[config.mk]
export PLATFORM = sky130hd
export DESIGN_NAME = uio_port_arbiter
export DESIGN_NICKNAME = d
export VERILOG_FILES = /design/src/rtl/uio_arb_pkg.sv /design/src/rtl/rr_pick.sv /design/src/rtl/uio_port_arbiter.sv
export SDC_FILE = /design/constraint.sdc
export NUM_CORES = 1
export LEC_CHECK = 0
export ABC_AREA = 1
export CORE_AREA = 2 2 70 72
export CTS_CLUSTER_SIZE = 16
export DETAILED_ROUTE_END_ITERATION = 7
export DIE_AREA = 0 0 72 74
export PLACE_DENSITY_LB_ADDON = 0.15
export SLEW_MARGIN = 20
export SYNTH_ARGS = -nofsm -noshare
export SYNTH_HDL_FRONTEND = slang
export SYNTH_SLANG_ARGS = --single-unit
[constraint.sdc]
create_clock -name clk -period 3.6 [get_ports clk]
set_input_delay 0.54 -clock clk [delete_from_list [all_inputs] [get_ports clk]]
set_output_delay 0.54 -clock clk [all_outputs]
set_load 0.05 [all_outputs]
[src/rtl/uio_arb_pkg.sv]
// -----------------------------------------------------------------------------
// uio_arb_pkg
//   Shared types and constants for the uio pad-group arbiter.
//   - arb_state_e : arbiter FSM states (IDLE, TURN, OWN)
//   - PAD_W       : width of the uio pad group
//   - OE_DRIVE    : output-enable pattern while a requester drives the pads
//   - OE_SAMPLE   : output-enable pattern while the pads are released
//   - clog2()     : index/counter width helper, never returns less than 1
// -----------------------------------------------------------------------------
package uio_arb_pkg;

  localparam int PAD_W = 8;

  localparam logic [PAD_W-1:0] OE_DRIVE  = 8'hFF;
  localparam logic [PAD_W-1:0] OE_SAMPLE = 8'h00;

  typedef enum logic [1:0] {
    IDLE = 2'd0,
    TURN = 2'd1,
    OWN  = 2'd2
  } arb_state_e;

  // A width of at least one bit keeps single-entry counters and indices legal.
  function automatic int clog2(input int value);
    int width;
    width = 1;
    while ((1 << width) < value) width++;
    return width;
  endfunction

endpackage

[src/rtl/rr_pick.sv]
// -----------------------------------------------------------------------------
// rr_pick
//   Combinational round-robin picker. Starting one position after i_ptr and
//   wrapping around, the first set request bit wins. The pointer position
//   itself is examined last, so the previous owner has lowest priority.
//
//   Ports:
//     i_req    [NREQ]  request vector
//     i_ptr    [IDX_W] index of the most recent winner
//     o_onehot [NREQ]  one-hot winner (all zero when no request)
//     o_idx    [IDX_W] winner index (zero when no request)
//     o_any            at least one request is set
// -----------------------------------------------------------------------------
module rr_pick
  import uio_arb_pkg::*;
#(
  parameter int NREQ  = 4,
  parameter int IDX_W = clog2(NREQ)
) (
  input  logic [NREQ-1:0]  i_req,
  input  logic [IDX_W-1:0] i_ptr,
  output logic [NREQ-1:0]  o_onehot,
  output logic [IDX_W-1:0] o_idx,
  output logic             o_any
);

  always_comb begin
    // NOTE: every output gets a default before the search loop; a path that
    // leaves an output unassigned would infer a latch.
    o_onehot = '0;
    o_idx    = '0;
    o_any    = 1'b0;
    for (int k = 1; k <= NREQ; k++) begin
      if (!o_any && i_req[IDX_W'((int'(i_ptr) + k) % NREQ)]) begin
        o_any = 1'b1;
        o_idx = IDX_W'((int'(i_ptr) + k) % NREQ);
      end
    end
    o_onehot[o_idx] = o_any;
  end

endmodule

[src/rtl/uio_port_arbiter.sv]
// -----------------------------------------------------------------------------
// uio_port_arbiter
//   Shares the 8-bit bidirectional uio pad group between NREQ requesters.
//   A requester either drives the pads (dir=1) or samples them (dir=0).
//   Round-robin selection, a turnaround gap with the pads released on every
//   direction change, and a hold-time limit keep one requester from starving
//   the others.
//
//   Parameters:
//     NREQ      number of requesters (2..8)
//     HOLD_MAX  max OWN cycles while another request is pending (>=2)
//     TURN_CYC  released-pad cycles inserted on a direction change (>=1)
//
//   Ports:
//     clk, rst_n   clock, asynchronous active-low reset
//     ena          design enable; low returns to IDLE and releases the pads
//     req  [NREQ]  level request per requester
//     dir  [NREQ]  1 = drive pads, 0 = sample pads (valid with req)
//     wdata[8*NREQ] drive data, requester i at [8i+7:8i]
//     gnt  [NREQ]  one-hot grant, high only while owning
//     rdata[8]     registered uio_in, updated while a sampling owner holds
//     uio_in[8]    pad input
//     uio_out[8]   pad output data (registered)
//     uio_oe[8]    pad output enable, all ones or all zeros (registered)
//     busy         arbiter not idle
//     timeout      one-cycle pulse after a hold-limit forced release
//
//   Build option:
//     UIO_ARB_LOCK_EN  adds input lock[NREQ]; while lock[owner] is set the
//                      hold limit is suspended and the owner keeps the pads
//                      until it drops its request.
// -----------------------------------------------------------------------------
module uio_port_arbiter
  import uio_arb_pkg::*;
#(
  parameter int NREQ     = 4,
  parameter int HOLD_MAX = 16,
  parameter int TURN_CYC = 1
) (
  input  logic                  clk,
  input  logic                  rst_n,
  input  logic                  ena,
  input  logic [NREQ-1:0]       req,
  input  logic [NREQ-1:0]       dir,
  input  logic [NREQ*PAD_W-1:0] wdata,
`ifdef UIO_ARB_LOCK_EN
  input  logic [NREQ-1:0]       lock,
`endif
  input  logic [PAD_W-1:0]      uio_in,
  output logic [NREQ-1:0]       gnt,
  output logic [PAD_W-1:0]      rdata,
  output logic [PAD_W-1:0]      uio_out,
  output logic [PAD_W-1:0]      uio_oe,
  output logic                  busy,
  output logic                  timeout
);

  localparam int IDX_W  = clog2(NREQ);
  localparam int HOLD_W = clog2(HOLD_MAX);
  localparam int TURN_W = clog2(TURN_CYC + 1);

  // ---------------------------------------------------------------------------
  // State and datapath registers
  // ---------------------------------------------------------------------------
  arb_state_e        r_state;
  arb_state_e        w_next_state;

  logic [IDX_W-1:0]  r_owner;     // index of the current/pending owner
  logic [NREQ-1:0]   r_owner_oh;  // same owner, one-hot, drives gnt
  logic [IDX_W-1:0]  r_rr_ptr;    // most recent winner
  logic              r_own_dir;   // direction latched at grant
  logic              r_last_dir;  // direction the pads were last set up for
  logic [HOLD_W-1:0] r_hold_cnt;
  logic [TURN_W-1:0] r_turn_cnt;
  logic [PAD_W-1:0]  r_uio_oe;
  logic [PAD_W-1:0]  r_uio_out;
  logic [PAD_W-1:0]  r_rdata;
  logic              r_timeout;

  // ---------------------------------------------------------------------------
  // Picker and owner-side views of the inputs
  // ---------------------------------------------------------------------------
  logic [NREQ-1:0]   w_pick_onehot;
  logic [IDX_W-1:0]  w_pick_idx;
  logic              w_pick_any;
  logic [PAD_W-1:0]  w_wdata_arr [NREQ];
  logic              w_req_own;
  logic              w_others;
  logic              w_lock_own;
  logic              w_hold_full;
  logic              w_turn_done;
  logic              w_forced;

  rr_pick #(
    .NREQ  (NREQ),
    .IDX_W (IDX_W)
  ) u_rr_pick (
    .i_req    (req),
    .i_ptr    (r_rr_ptr),
    .o_onehot (w_pick_onehot),
    .o_idx    (w_pick_idx),
    .o_any    (w_pick_any)
  );

  for (genvar g = 0; g < NREQ; g++) begin : g_wdata
    assign w_wdata_arr[g] = wdata[g*PAD_W +: PAD_W];
  end

  assign w_req_own   = req[r_owner];
  assign w_others    = |(req & ~r_owner_oh);
  assign w_hold_full = (r_hold_cnt == HOLD_W'(HOLD_MAX - 1));
  assign w_turn_done = (r_turn_cnt == TURN_W'(TURN_CYC - 1));

`ifdef UIO_ARB_LOCK_EN
  assign w_lock_own = lock[r_owner];
`else
  assign w_lock_own = 1'b0;
`endif

  // A voluntary release (req dropped) always wins over a forced one, so the
  // timeout pulse only marks releases the owner did not ask for.
  assign w_forced = ena && (r_state == OWN) && w_req_own && w_others &&
                    w_hold_full && !w_lock_own;

  // ---------------------------------------------------------------------------
  // FSM: state register
  // ---------------------------------------------------------------------------
  always_ff @(posedge clk or negedge rst_n) begin
    // NOTE: sequential state uses non-blocking assignments so every flop
    // samples pre-edge values regardless of process evaluation order.
    if (!rst_n) r_state <= IDLE;
    else        r_state <= w_next_state;
  end

  // ---------------------------------------------------------------------------
  // FSM: next-state logic
  // ---------------------------------------------------------------------------
  always_comb begin
    w_next_state = r_state;
    if (!ena) begin
      w_next_state = IDLE;
    end else begin
      case (r_state)
        IDLE: begin
          if (w_pick_any)
            w_next_state = (dir[w_pick_idx] != r_last_dir) ? TURN : OWN;
        end
        TURN: begin
          if (!w_req_own)       w_next_state = IDLE;
          else if (w_turn_done) w_next_state = OWN;
        end
        OWN: begin
          if (!w_req_own || w_forced) w_next_state = IDLE;
        end
        default: w_next_state = IDLE;
      endcase
    end
  end

  // ---------------------------------------------------------------------------
  // FSM: output decode
  // ---------------------------------------------------------------------------
  always_comb begin
    gnt  = (r_state == OWN) ? r_owner_oh : '0;
    busy = (r_state != IDLE);
  end

  assign uio_oe  = r_uio_oe;
  assign uio_out = r_uio_out;
  assign rdata   = r_rdata;
  assign timeout = r_timeout;

  // ---------------------------------------------------------------------------
  // Datapath: owner bookkeeping, counters and pad registers
  // ---------------------------------------------------------------------------
  always_ff @(posedge clk or negedge rst_n) begin
    // NOTE: the pad registers are reset along with the control state so an
    // asynchronous reset releases the pads immediately, without a clock.
    if (!rst_n) begin
      r_owner    <= '0;
      r_owner_oh <= '0;
      r_rr_ptr   <= IDX_W'(NREQ - 1);
      r_own_dir  <= 1'b0;
      r_last_dir <= 1'b0;
      r_hold_cnt <= '0;
      r_turn_cnt <= '0;
      r_uio_oe   <= OE_SAMPLE;
      r_uio_out  <= '0;
      r_rdata    <= '0;
      r_timeout  <= 1'b0;
    end else begin
      r_timeout <= w_forced;
      if (!ena) begin
        // The rr pointer survives a disable so fairness resumes where it left.
        r_uio_oe   <= OE_SAMPLE;
        r_last_dir <= 1'b0;
        r_hold_cnt <= '0;
        r_turn_cnt <= '0;
      end else begin
        case (r_state)
          IDLE: begin
            if (w_pick_any) begin
              r_owner    <= w_pick_idx;
              r_owner_oh <= w_pick_onehot;
              r_rr_ptr   <= w_pick_idx;
              r_own_dir  <= dir[w_pick_idx];
              r_hold_cnt <= '0;
              r_turn_cnt <= '0;
              // Release the pads for the whole turnaround gap; on a
              // same-direction handover uio_oe is left untouched.
              if (dir[w_pick_idx] != r_last_dir) r_uio_oe <= OE_SAMPLE;
            end
          end
          TURN: begin
            if (w_req_own) begin
              if (w_turn_done) r_last_dir <= r_own_dir;
              else             r_turn_cnt <= r_turn_cnt + 1'b1;
            end
          end
          OWN: begin
            r_uio_oe  <= r_last_dir ? OE_DRIVE : OE_SAMPLE;
            r_uio_out <= w_wdata_arr[r_owner];
            if (!r_last_dir) r_rdata <= uio_in;
            // Saturates at HOLD_MAX-1; a lock freezes it in place.
            if (!w_hold_full && !w_lock_own) r_hold_cnt <= r_hold_cnt + 1'b1;
          end
          default: ;
        endcase
      end
    end
  end

endmodule

==> results_dict.tcl <==
set metrics [dict create \
    status "finished, final reports clean" \
    hold_path.startpoint "uio_out[6]" \
    synth_top_area_cell "sky130_fd_sc_hd__dfrtp_1" \
    die_area_mm2 0.005328 \
    final-max-slew-violation-count 0 \
    place_ws_ns 1.130 \
    maximum_number_of_pins_on_one_net_before_global_route_repair 35 \
    synthDominantCellAreaShare_pct 38.69 \
    post_synth_fa_ha_maj_area_fraction_pct 0.6046 \
    post_drt_wl_per_cell_um 13.34 \
    postSynthAreaPerCell_um2 7.960 \
    crit_chain "nor2_1 -> inv_1 -> nor2_1 -> clkdlybuf4s50_1" \
    synth_compound_area_share_pct 12.39 \
    drt.antenna.violating_nets 0 \
    timing.final.crit_share_pct 65.07 \
    synthSimpleGateAreaFrac_pct 27.99 \
    hold_end "uio_out[6]" \
    detailedPlacementHpwl_mm 3.949 \
    combinational_family_with_the_most_area_after_synthesis "simple AND/OR/NAND/NOR gates" \
    synth-xor-area-share_pct 0 \
    critical_path_class "reg -> out" \
    postSynthNetCount 312 \
    critPathArrivalTime_ns 1.80 \
    seqCellArea_um2 853.3 \
    max_cap_viol_count 0 \
    yosys_warnings 0 \
    final.setup.worst_slack_ns 1.257 \
    holdCritPathClass "reg -> reg" \
    antenna_found_initial 0 \
    postRouteWirelength_mm 5.217 \
    buffers_on_ports 80 \
    filler_cell_count 392 \
    finalSetupTns_ns 0 \
    multiInputGateArea_mm2 0.001028 \
    route.vias.total 1971 \
    hold-path-cell-count 1 \
    floorplan.initialDensity_pct 45.01 \
    max_freq_mhz 426.9 \
    clock-sinks 34 \
    diodes 0 \
    drive_gt1_share_pct 17.21 \
    max-clock-path-buffers 2 \
    detailroute.wirelength.met2_mm 2.674 \
    hold_viol_final 0 \
    cts-resized-gates 0 \
    clk_pin_slew_worst_paths_ns 0.07 \
    floorplan.core_area_mm2 0.004598 \
    drt_drc_violations_left 0 \
    synth-seq-area-share_pct 41.23 \
    ir_drop_mv 0.6024 \
    synth.cell_area_mm2 0.002069 \
    grt_pass1_wl_mm 8.825 \
    highest-signal-layer "met4" \
    numCtsBuffers 5 \
    post_cts_buffers 0 \
    vias_in_the_first_global_route 1947 \
    wirelength_met1_mm 2.264 \
    synth.mux.area_fraction_pct 8.706 \
    die_height_um 74 \
    synthDistinctLibCells 30 \
    static-leakage-power_nw 1.372 \
    p_per_area_mw_per_mm2 914.9 \
    setup.reg_to_reg.worst_slack_ns 1.32 \
    worst-endpoint-required_ns 3.06 \
    nNetsFinal 388 \
    capturing_element_type_of_the_critical_path "primary output" \
    timing.critical_path.slowest_stage_cell "sky130_fd_sc_hd__clkdlybuf4s50_1" \
    critical_path_buf_inv_count 2 \
    fp.dieW_um 72 \
    cts_hold_repair.buffers 0 \
    grt_total_usage_pct 21.14 \
    category_of_cells_accounting_for_the_largest_share_of_critical_path_delay "buffers and inverters" \
    detail_route.first_pass.iterations 4 \
    synth_cells 260 \
    final.setup_skew_ns 0.01059 \
    critPathMaxStageDelay_ns 0.80 \
    relSlewSlack_pct 62.01 \
    fp-row-count 25 \
    synth_area_leaders "sky130_fd_sc_hd__dfrtp_1 (39%), sky130_fd_sc_hd__nand2_1 (9.1%), sky130_fd_sc_hd__mux2_2 (8.7%)" \
    regToRegEndpoint "r_last_dir" \
    worst_path_most_repeated_cell "sky130_fd_sc_hd__nor2_1" \
    routabilityCongestion 0.8791 \
    critical_path_source_type "flip-flop" \
    area.growth.synth_to_final_pct 45.89 \
    synth_seq_cells 34 \
    worstReg2RegStart "r_owner[0]" \
    worst_r2r_path_depth 7 \
    worst_slew_pin_slew_ns 0.5699 \
    cp_max_fo 5 \
    detail_route.vias_per_cell 5.041 \
    clock_tree_from_tritoncts "yes" \
    clk_lat_worst_skew_ns 0.29 \
    dr_wl_met3_um 233 \
    grt.overflow.total 0 \
    setup_viol 0 \
    drtIter0Drc 113 \
    rsz_0062_raised_after_global_routing "no" \
    design.portCount 81 \
    clockRootBuffer "sky130_fd_sc_hd__clkbuf_8" \
    finalCriticalPeriod_ns 2.343 \
    depth_of_the_cts_h_tree 2 \
]
==> kinds of logic after synthesis <==
family / Yosys count
AO/OA/AOI/OAI: 46
adder cells (fa/ha/maj): 1
flip-flops: 34
AND/OR/NAND/NOR: 121
buffers and inverters: 42
multiplexers: 16
==> per-layer routing <==
metal,vias up,track usage (%)
li1,996,-
met1,919,25.59
met2,50,37.96
met3,6,5.556
met4,0,5.031
met5,-,0
==> cell type report <==
cell class | count | area share [%]
multi-input cells | 184 | 34.07
flip-flops and latches | 34 | 28.26
repair buffers | 82 | 27.02
inverters | 29 | 3.688
clock buffers | 6 | 2.735
well taps | 54 | 2.238
clock inverters | 2 | 1.989
==> state kept, by name, summed over array words and instances, names as in the netlist <==
register    cells
timeout         1
uio_oe          1
r_owner         2
rdata           8
r_hold_cnt      4
r_own_dir       1
r_state         2
r_owner_oh      4
r_rr_ptr        2
uio_out         8
r_last_dir      1
==> worst max-delay path by stage <==
stage,start,end,slack [ns],depth (start not counted)
after floorplan,r_rr_ptr[0],uio_oe[6],1.76,17
after global placement,req[3],uio_oe[6],1.17,16
after detailed placement,req[3],uio_oe[6],1.13,16
after CTS,r_state[0],gnt[0],1.24,4
after global routing,r_owner[0],r_last_dir,1.05,7
final,r_state[0],gnt[0],1.26,4
==> stage by stage <==
stage / cell area, um^2 / std cells / hold WS, ns / total power, W / util [%]
after floorplan: 2069 / 260 / 0.2444 / 0.001861 / -
after global placement: 2877 / 383 / 0.4862 / 0.002313 / 62.56
after detailed placement: 2877 / 383 / 0.4946 / 0.002333 / 62.56
after CTS: 3019 / 391 / 0.5110 / 0.002782 / 65.66
after global routing: 3019 / 391 / 0.5284 / 0.002955 / 65.66
final: 3019 / 391 / 0.5058 / 0.002762 / 65.66
==> layout by cell type (no fill, tap or decap), types with 3 or more instances in the layout <==
cell type	instances
sky130_fd_sc_hd__a21oi_1	6
sky130_fd_sc_hd__clkbuf_8	6
sky130_fd_sc_hd__clkdlybuf4s50_1	80
sky130_fd_sc_hd__dfrtp_1	32
sky130_fd_sc_hd__inv_1	24
sky130_fd_sc_hd__inv_2	3
sky130_fd_sc_hd__mux2_2	16
sky130_fd_sc_hd__nand2_1	50
sky130_fd_sc_hd__nand2_2	13
sky130_fd_sc_hd__nand2_4	3
sky130_fd_sc_hd__nand3_1	12
sky130_fd_sc_hd__nand3_2	5
sky130_fd_sc_hd__nor2_1	30
sky130_fd_sc_hd__nor2_2	3
sky130_fd_sc_hd__o21ai_0	25
sky130_fd_sc_hd__o22ai_1	11
==> Yosys cell counts <==
cell type                   count
sky130_fd_sc_hd__nand2_4        3
sky130_fd_sc_hd__clkbuf_1       5
sky130_fd_sc_hd__nor2_4         1
sky130_fd_sc_hd__nand4_1        1
sky130_fd_sc_hd__buf_4          7
sky130_fd_sc_hd__buf_2          1
sky130_fd_sc_hd__a21oi_1        6
sky130_fd_sc_hd__dfrtp_1       32
sky130_fd_sc_hd__or2_2          1
sky130_fd_sc_hd__inv_2          3
sky130_fd_sc_hd__nand2_1       50
sky130_fd_sc_hd__inv_4          1
sky130_fd_sc_hd__nor2_2         3
sky130_fd_sc_hd__and2_1         1
sky130_fd_sc_hd__nand3_1       12
sky130_fd_sc_hd__nand2_2       13
sky130_fd_sc_hd__nand3_2        5
sky130_fd_sc_hd__a31oi_1        1
sky130_fd_sc_hd__nor3_1         1
sky130_fd_sc_hd__a32o_1         1
sky130_fd_sc_hd__inv_1         24
sky130_fd_sc_hd__o22ai_1       11
sky130_fd_sc_hd__o2111ai_1      1
sky130_fd_sc_hd__ha_1           1
sky130_fd_sc_hd__dfstp_2        2
sky130_fd_sc_hd__o21ai_0       25
sky130_fd_sc_hd__mux2_2        16
sky130_fd_sc_hd__nor2_1        30
sky130_fd_sc_hd__o211ai_1       1
sky130_fd_sc_hd__clkinv_1       1
==> report_power, final <==
part / internal, W / switching [W]
sequential: 0.000546 / 0.000128
combinational: 0.000587 / 0.00106
clock: 0.000295 / 0.000141
==> worst register-to-register path, stage by stage, from the launching register on <==
cell and delay, ns:
sky130_fd_sc_hd__dfrtp_1 0.70, sky130_fd_sc_hd__clkinv_1 0.59, sky130_fd_sc_hd__o211ai_1 0.34, sky130_fd_sc_hd__nand2_1 0.11
sky130_fd_sc_hd__inv_1 0.09, sky130_fd_sc_hd__nand3_1 0.11, sky130_fd_sc_hd__o21ai_0 0.18, sky130_fd_sc_hd__a21oi_1 0.06
(Power assumes the default switching activity.)
